### config.mk
export PLATFORM = sky130hd
export DESIGN_NAME = sa_sched_ctrl
export DESIGN_NICKNAME = d
export VERILOG_FILES = /design/src/rtl/sa_pkg.sv /design/src/rtl/sa_skew_lane.sv /design/src/rtl/sa_sched_ctrl.sv
export SDC_FILE = /design/constraint.sdc
export NUM_CORES = 1
export LEC_CHECK = 0
export ABC_AREA = 1
export CORE_ASPECT_RATIO = 1.4
export CORE_UTILIZATION = 27
export DETAILED_ROUTE_END_ITERATION = 8
export PLACE_DENSITY = 0.67
export SLEW_MARGIN = 10
export SYNTH_ARGS = -nofsm -noshare
export SYNTH_HDL_FRONTEND = slang
export SYNTH_SLANG_ARGS = --single-unit
### constraint.sdc
create_clock -name CLK -period 2.25 [get_ports CLK]
set_clock_uncertainty 0.05 [all_clocks]
set_input_delay 0.3375 -clock CLK [delete_from_list [all_inputs] [get_ports CLK]]
set_output_delay 0.3375 -clock CLK [all_outputs]
set_load 0.02 [all_outputs]
### src/rtl/sa_pkg.sv
// Shared types and defaults for the systolic-array sequencing controller.
package sa_pkg;

  typedef enum logic [1:0] {
    IDLE  = 2'd0,
    FEED  = 2'd1,
    DRAIN = 2'd2,
    DONE  = 2'd3
  } sa_state_e;

  localparam int ROWS_DEF  = 4;
  localparam int COLS_DEF  = 4;
  localparam int K_DIM_DEF = 8;

  // Number of FEED cycles: the last lane (largest offset) needs K_DIM reads.
  function automatic int t_feed(input int rows, input int cols, input int k_dim);
    return k_dim + ((rows > cols) ? rows : cols) - 1;
  endfunction

endpackage

### src/rtl/sa_skew_lane.sv
// One skewed operand feed: reads k = t-OFFSET while t sits in [OFFSET, OFFSET+K_DIM).
module sa_skew_lane #(
  parameter int OFFSET = 0,
  parameter int K_DIM  = 8,
  parameter int TW     = 4,
  parameter int KW     = $clog2(K_DIM)
) (
  input  logic          CLK,
  input  logic          RST,
  input  logic [TW-1:0] t,
  input  logic          adv,
  input  logic          hold,
  output logic          rd_en,
  output logic [KW-1:0] rd_addr,
  output logic          valid
);

  localparam int DW = TW + 1;

  logic [DW-1:0] diff;
  logic          in_win;

  // Extra MSB acts as the borrow: set when t is still below this lane's offset.
  assign diff    = {1'b0, t} - DW'(OFFSET);
  assign in_win  = ~diff[DW-1] && (diff < DW'(K_DIM));
  assign rd_en   = adv & in_win;
  assign rd_addr = rd_en ? diff[KW-1:0] : '0;

  // Valid trails the read by the buffer's one-cycle latency and freezes during a stall.
  always_ff @(posedge CLK) begin
    if (RST) begin
      valid <= 1'b0;
    end else if (!hold) begin
      valid <= rd_en;
    end
  end

endmodule

### src/rtl/sa_sched_ctrl.sv
// Tile sequencer for an output-stationary ROWS x COLS systolic array.
//
//   state | meaning
//   ------+-----------------------------------------------------------
//   IDLE  | waiting for start; t parked at 0
//   FEED  | t steps 0..T_FEED-1 issuing skewed A/B buffer reads
//   DRAIN | no reads; array runs until bottom-right PE reports C valid
//   DONE  | one-cycle done pulse, then back to IDLE
module sa_sched_ctrl
  import sa_pkg::*;
#(
  parameter int ROWS  = ROWS_DEF,
  parameter int COLS  = COLS_DEF,
  parameter int K_DIM = K_DIM_DEF,
  parameter int KW    = $clog2(K_DIM)
) (
  input  logic               CLK,
  input  logic               RST,
  input  logic               start,
  input  logic               stall,
  input  logic               c_last_valid,
  output logic               busy,
  output logic               done,
  output logic               pe_en,
  output logic [ROWS-1:0]    a_rd_en,
  output logic [ROWS*KW-1:0] a_rd_addr,
  output logic [ROWS-1:0]    a_valid,
  output logic [COLS-1:0]    b_rd_en,
  output logic [COLS*KW-1:0] b_rd_addr,
  output logic [COLS-1:0]    b_valid
);

  localparam int T_FEED = t_feed(ROWS, COLS, K_DIM);
  localparam int TW     = $clog2(T_FEED);
  localparam logic [TW-1:0] T_LAST = TW'(T_FEED - 1);

  sa_state_e     state_q, state_d;
  logic [TW-1:0] t_q, t_d;
  logic          adv, hold;

  // State and feed-step registers.
  always_ff @(posedge CLK) begin
    if (RST) begin
      state_q <= IDLE;
      t_q     <= '0;
    end else begin
      state_q <= state_d;
      t_q     <= t_d;
    end
  end

  // Next state; a stall freezes both state and t while busy.
  always_comb begin
    state_d = state_q;
    t_d     = t_q;
    case (state_q)
      IDLE: begin
        t_d = '0;
        if (start) state_d = FEED;
      end
      FEED: begin
        if (!stall) begin
          if (t_q == T_LAST) state_d = DRAIN;
          else               t_d     = t_q + 1'b1;
        end
      end
      DRAIN: begin
        if (c_last_valid && !stall) state_d = DONE;
      end
      DONE:    state_d = IDLE;
      default: state_d = IDLE;
    endcase
  end

  assign busy  = (state_q == FEED) || (state_q == DRAIN);
  assign done  = (state_q == DONE);
  assign pe_en = busy & ~stall;
  assign adv   = (state_q == FEED) & ~stall;
  assign hold  = busy & stall;

  for (genvar r = 0; r < ROWS; r++) begin : g_a
    sa_skew_lane #(.OFFSET(r), .K_DIM(K_DIM), .TW(TW), .KW(KW)) u_lane (
      .CLK     (CLK),
      .RST     (RST),
      .t       (t_q),
      .adv     (adv),
      .hold    (hold),
      .rd_en   (a_rd_en[r]),
      .rd_addr (a_rd_addr[r*KW +: KW]),
      .valid   (a_valid[r])
    );
  end

  for (genvar c = 0; c < COLS; c++) begin : g_b
    sa_skew_lane #(.OFFSET(c), .K_DIM(K_DIM), .TW(TW), .KW(KW)) u_lane (
      .CLK     (CLK),
      .RST     (RST),
      .t       (t_q),
      .adv     (adv),
      .hold    (hold),
      .rd_en   (b_rd_en[c]),
      .rd_addr (b_rd_addr[c*KW +: KW]),
      .valid   (b_valid[c])
    );
  end

endmodule

Word-level counts from Yosys, hierarchy flattened

Index checks and enable logic that the tools add are counted.

Output and inout port bits: 43
Flip-flop bits (word level): 10
Bits of input ports: 5
Word-level logic and storage cells: 56

$add $sub $neg: 4
Bitwise gates (word level): 11
$lt $le $gt $ge: 4
Equal/unequal tests: 9
Multiplexer cells: 12
Reductions and logical operators: 10

Operators with widths:

| operator                                                              | count |
|---|---|
| 5-bit by 4-bit < comparator with 1-bit output, second input constant  | 3 |
| 3-bit 2-to-1 mux                                                      | 4 |
| 2-bit inequality test, second input constant                          | 5 |
| 4-bit by 2-bit subtractor with 5-bit output, second input constant    | 2 |
| 2-bit 2-to-1 mux                                                      | 4 |
| 4-bit 2-to-1 mux                                                      | 2 |
| 2-bit case mux with 4 select lines                                    | 1 |
| 4-bit case mux with 2 select lines                                    | 1 |
| 1-bit AND                                                             | 7 |
| 4-bit by 1-bit subtractor with 5-bit output, second input constant    | 1 |
| 4-bit by 1-bit adder with 4-bit output, second input constant         | 1 |
| 2-bit equality test, second input constant                            | 2 |
| 4-bit equality test, second input constant                            | 1 |
| 1-bit logical AND                                                     | 4 |
| 4-bit < comparator, second input constant                             | 1 |
| 1-bit inverter                                                        | 4 |
| 4-bit AND reduction                                                   | 1 |
| 3-bit AND reduction                                                   | 1 |
| 2-bit by 1-bit equality test with 1-bit output, second input constant | 1 |
| 2-bit logical NOT                                                     | 1 |
| 2-bit nonzero test                                                    | 1 |
| 1-bit logical NOT                                                     | 1 |
| 1-bit logical OR                                                      | 1 |

Depth between registers and ports, before layout

Word-level depth: 5
Mapped depth: 9
Depth with buffers taken out: 9

Modules after synthesis

From an unflattened synthesis, not the netlist that was laid out.

Cell total of the unflattened synthesis: 223
Area total of the unflattened synthesis: 1,405.1 um^2

Modules (own cells, without submodules):

| module                           | cells an instance | area an instance (um^2) | instances | sequential area each (um^2) |
|---|---|---|---|---|
| sa_sched_ctrl                    | 73                | 496.7                   | 1         | 120.1 |
| sa_skew_lane (g_a[3].u_lane ...) | 20                | 140.1                   | 2         | 20.0 |
| sa_skew_lane (g_a[1].u_lane ...) | 21                | 130.1                   | 2         | 20.0 |
| sa_skew_lane (g_a[2].u_lane ...) | 18                | 103.8                   | 2         | 20.0 |
| sa_skew_lane (g_a[0].u_lane ...) | 16                | 80.1                    | 2         | 20.0 |

Least setup slack after synthesis

OpenSTA, ideal clock, no wires.

Kind: register -> output
From: register t_q[0]
To: output b_rd_addr[5]
Arrival: 1.651 ns
Setup slack: 0.211 ns
Required time: 1.862 ns
Cell stages (with the launch flop): 10
Path buffers: 2
Path through: dfxtp_1 > buf_2 > inv_1 > ha_1 > nand2_1 > nand2_1 > nor2_4 > inv_2 > nor2_1 > buf_4

Cells in the longest elaborated chain, start to end: 5
Elaborated cells between the ends (all ways): 6
Those cells by class: 1 x add/sub; 1 x order compare; 1 x mux; 2 x bitwise; 1 x reduce/logical

RTL lines:

| item                                                                            | line                | text |
|---|---|---|
| start, declared                                                                 | sa_sched_ctrl.sv:38 | `logic [TW-1:0] t_q, t_d;` |
| start signal, assigned                                                          | sa_sched_ctrl.sv:48 | `t_q <= t_d;` |
| 4-bit by 1-bit subtractor with 5-bit output (*)                                 | -                   |  |
| 5-bit by 4-bit < comparator with 1-bit output or 1-bit inverter (tied branches) | -                   |  |
| 1-bit logical AND (*)                                                           | -                   |  |
| 1-bit AND (*)                                                                   | -                   |  |
| via g_a[1].u_lane.rd_en                                                         | sa_skew_lane.sv:13  | `output logic rd_en,` |
| 3-bit 2-to-1 mux (*)                                                            | -                   |  |
| end, declared                                                                   | sa_sched_ctrl.sv:29 | `output logic [COLS*KW-1:0] b_rd_addr,` |

Mark *: on every way through the listed nets, which the timed path passes. The rest lies on a longest branch.

Worst setup path after layout

From: register t_q[1]
To: output b_rd_addr[6]

Cells in the longest elaborated chain, start to end: 5
Elaborated cells between the ends (all ways): 6
Those cells by class: 1 x add/sub; 1 x order compare; 1 x mux; 2 x bitwise; 1 x reduce/logical

RTL lines:

| item                                                                            | line               | text |
|---|---|---|
| 4-bit by 2-bit subtractor with 5-bit output (*)                                 | sa_skew_lane.sv:24 | `assign diff = {1'b0, t} - DW'(OFFSET);` |
| 5-bit by 4-bit < comparator with 1-bit output or 1-bit inverter (tied branches) | sa_skew_lane.sv:25 | `assign in_win = ~diff[DW-1] && (diff < DW'(K_DIM));` |
| 1-bit logical AND (*)                                                           | sa_skew_lane.sv:25 |  |
| 1-bit AND (*)                                                                   | sa_skew_lane.sv:26 | `assign rd_en = adv & in_win;` |
| 3-bit 2-to-1 mux (*)                                                            | sa_skew_lane.sv:27 | `assign rd_addr = rd_en ? diff[KW-1:0] : '0;` |

Mark *: on every way between the ends. The rest lies on a longest branch, timed or not.

==> results.toml <==
[yosys]
syn_nets = 179
synth_area_leader_cell = "buf_4"
ys_ff_latch = 10
yosysUniqueCellTypes = 18
yosys_most_used_dff = "dfxtp_1"
syn_inst = 162
synth_edf_count = 0
netlist.area_leader.share = 0.208
yosysWarnings = 0
synth_common_cells = "nand2_1 (30), buf_4 (29), nor2_1 (24), inv_1 (20)"
netlist_area_um2 = 1050
ys_async_sr_fraction = 0
yosysSeqAreaShare = 0.191
syn_area_per_cell_um2 = 6.46
yosysMostFrequentCell = "nand2_1"
synth.area.top_cells = "buf_4 (21%), dfxtp_1 (19%), ha_1 (14%)"

[place]
dpl_cell_area_um2 = 1470
dp_slack_ns = -0.214
gp_congestion = 0.838
port_buffers = 47
hpwl_um = 1980

[timing]
setup_viol = 0
finalSetupTns_ns = 0
period_minus_slack_ns = 2.17
rsz0062_at_grt = "true"
hold_slack_ns = 0.435
clock.fmax_mhz = 460
report.final.slew_viol_count = 0
relSlewSlack = 0.810
post-route-period-util = 0.967
worst_slew_pin_slew_ns = 0.284
worst_slack_ns = 0.0750
hold_viol = 0

[detailed_routing]
drc = 0
wl_um = 2390
postRouteAntennaNets = 0
wl_per_cell_um = 9.92
vias_per_cell = 4.26
drt_iter0_markers = 12
firstDrtPassIters = 4
vias = 1027

[setup_path]
crit_path_end = "b_rd_addr[6]"
rr_worst_depth = 9
critPathMaxFanout = 4
worstSetupEndpointType = "output port"
crit_chain = "inv_1 -> ha_1 -> inv_1 -> a21oi_1 -> nand3_2 -> nor2_1 -> dlygate4sd2_1"
critical_path_class = "register to output port"
crit_path_start = "t_q[1]"
r2r_end = "t_q[0]"
rr_startpoint = "state_q[1]"
worstSetupStartpointType = "register"
critPathSlowestCell = "dlygate4sd2_1"
cp_slowest_stage_delay_ns = 0.35
cp_data_arrival_time_ns = 1.79
crit_path_frequent_cell = "inv_1"
worstPathRequired_ns = 1.86
rrSetupSlack_ns = 0.77

[global_route]
grt_max_degree = 9
top_usage_layer = "met2"
antenna_found_initial = 0
use_met2 = 0.222
met3_usage = 0.0200
grt_pass1_vias = 888
grt_usage = 0.118
met1_usage = 0.133
grt_pass1_wl_um = 3640
grt_overflow = 0

[final_layout]
nets = 217
fill_cells = 391
drive_above_1_share = 0.251
n_antenna_cell = 0
area_growth_pct = 36.9
fin_area_um2 = 1430

[run_status]
run_status = "finished, final reports clean"

[cts]
path_clk_slew_ns = 0.05
cts_tree = "built"
clockBufferDepth = 2
cts_hold_buf = 0
h-tree-depth = 1
root_buffer = "clkbuf_8"
cts.sinks = 10
worstSkewPairLatency_ns = 0.23
cts_buffers = 3

[min_path]
hp-class = "register to register"

[floorplanning]
die_w_um = 54.6
core-area_um2 = 3680
initial_utilization = 0.285
die_area_um2 = 4140
fp.dieH_um = 75.7
num_rows = 26
ios = 48

[power]
irDropWorstVdd_mv = 0.547
powerDensity_nw_per_um2 = 639
power.total_mw = 0.916
p_leak_nw = 0.847

[flow_run]
maxCapViolations = 0
==> logic make-up after synthesis <==
logic type,count (synthesis),synth area share
flip-flops,10,0.191
AND/OR/NAND/NOR,70,0.283
XOR/XNOR,2,0.0167
adder cells (fa/ha/maj),12,0.143
AO/OA/AOI/OAI,12,0.0597
buffers and inverters,56,0.306
==> per-stage QoR <==
stage                     instances  utilization
after detailed placement        237        0.400
after global placement          237        0.400
after floorplan                 162            -
after CTS                       241        0.405
after global routing            241        0.390
final                           241        0.390
==> layer usage <==
layer / up-vias / share of wire
li1: 537 / -
met1: 460 / 0.41
met2: 30 / 0.53
met3: 0 / 0.056
met4: 0 / 0
met5: - / 0
==> power by group <==
part | total [mW] | internal, mW | switching, mW | leakage [nW]
clock network | 0.220 | 0.154 | 0.0667 | 0.0288
logic | 0.477 | 0.201 | 0.276 | 0.736
registers | 0.219 | 0.199 | 0.0195 | 0.0816
==> worst max-delay path, delay by kind of cell (launching register included) <==
family          cells  cell delay (ns)
buf+inv             3             0.54
flops               1             0.34
simple gates        2             0.29
fa+ha+maj           1             0.20
compound gates      1             0.18
==> registers in the layout (all words and copies together) (netlist names) <==
name / cells
t_q: 4
g_a.u_lane.valid: 2
state_q: 2
g_b.u_lane.valid: 2
==> how the worst min path moves through the flow <==
stage	start	to	depth (start not counted)
6_report	g_a[0].u_lane.valid	g_a[0].u_lane.valid	2
5_1_grt	g_a[0].u_lane.valid	g_a[0].u_lane.valid	2
4_1_cts	g_a[0].u_lane.valid	g_a[0].u_lane.valid	2
3_5_place_dp	g_b[3].u_lane.valid	g_b[3].u_lane.valid	2
3_3_place_gp	g_b[2].u_lane.valid	g_b[2].u_lane.valid	2
2_1_floorplan	g_a[0].u_lane.valid	g_a[0].u_lane.valid	2
==> cell usage in the layout, fill, tap and decap left out <==
master            n
a22oi_1           1
xor2_1            1
dlymetal6s2s_1    2
clkbuf_8          4
ha_1             12
inv_2             5
buf_4            17
nor2_1           24
clkdlybuf4s50_1  14
nand3_2           2
inv_1            20
nor2_4            1
dfxtp_1           9
xnor2_1           1
dlygate4sd2_1    11
nand2_1          30
clkbuf_2         18
o21ai_0           1
dfxtp_2           1
clkdlybuf4s15_1   2
nand2_2           2
nand3_1          11
a21oi_1          10
==> cell type report <==
cell class	count	area, um^2	area share
multi-input cells	96	532	0.371
repair buffers	64	499	0.348
flip-flops and latches	10	201	0.140
inverters	25	93.8	0.0654
clock buffers	4	55.1	0.0384
well taps	42	52.6	0.0366
==> repair_timing <==
action                     in CTS  in global routing
setup buffers                   0                  0
gates resized for setup        32                 41
setup endpoints to repair      31                 24
Note: power is estimated with default switching activity, not from simulation.
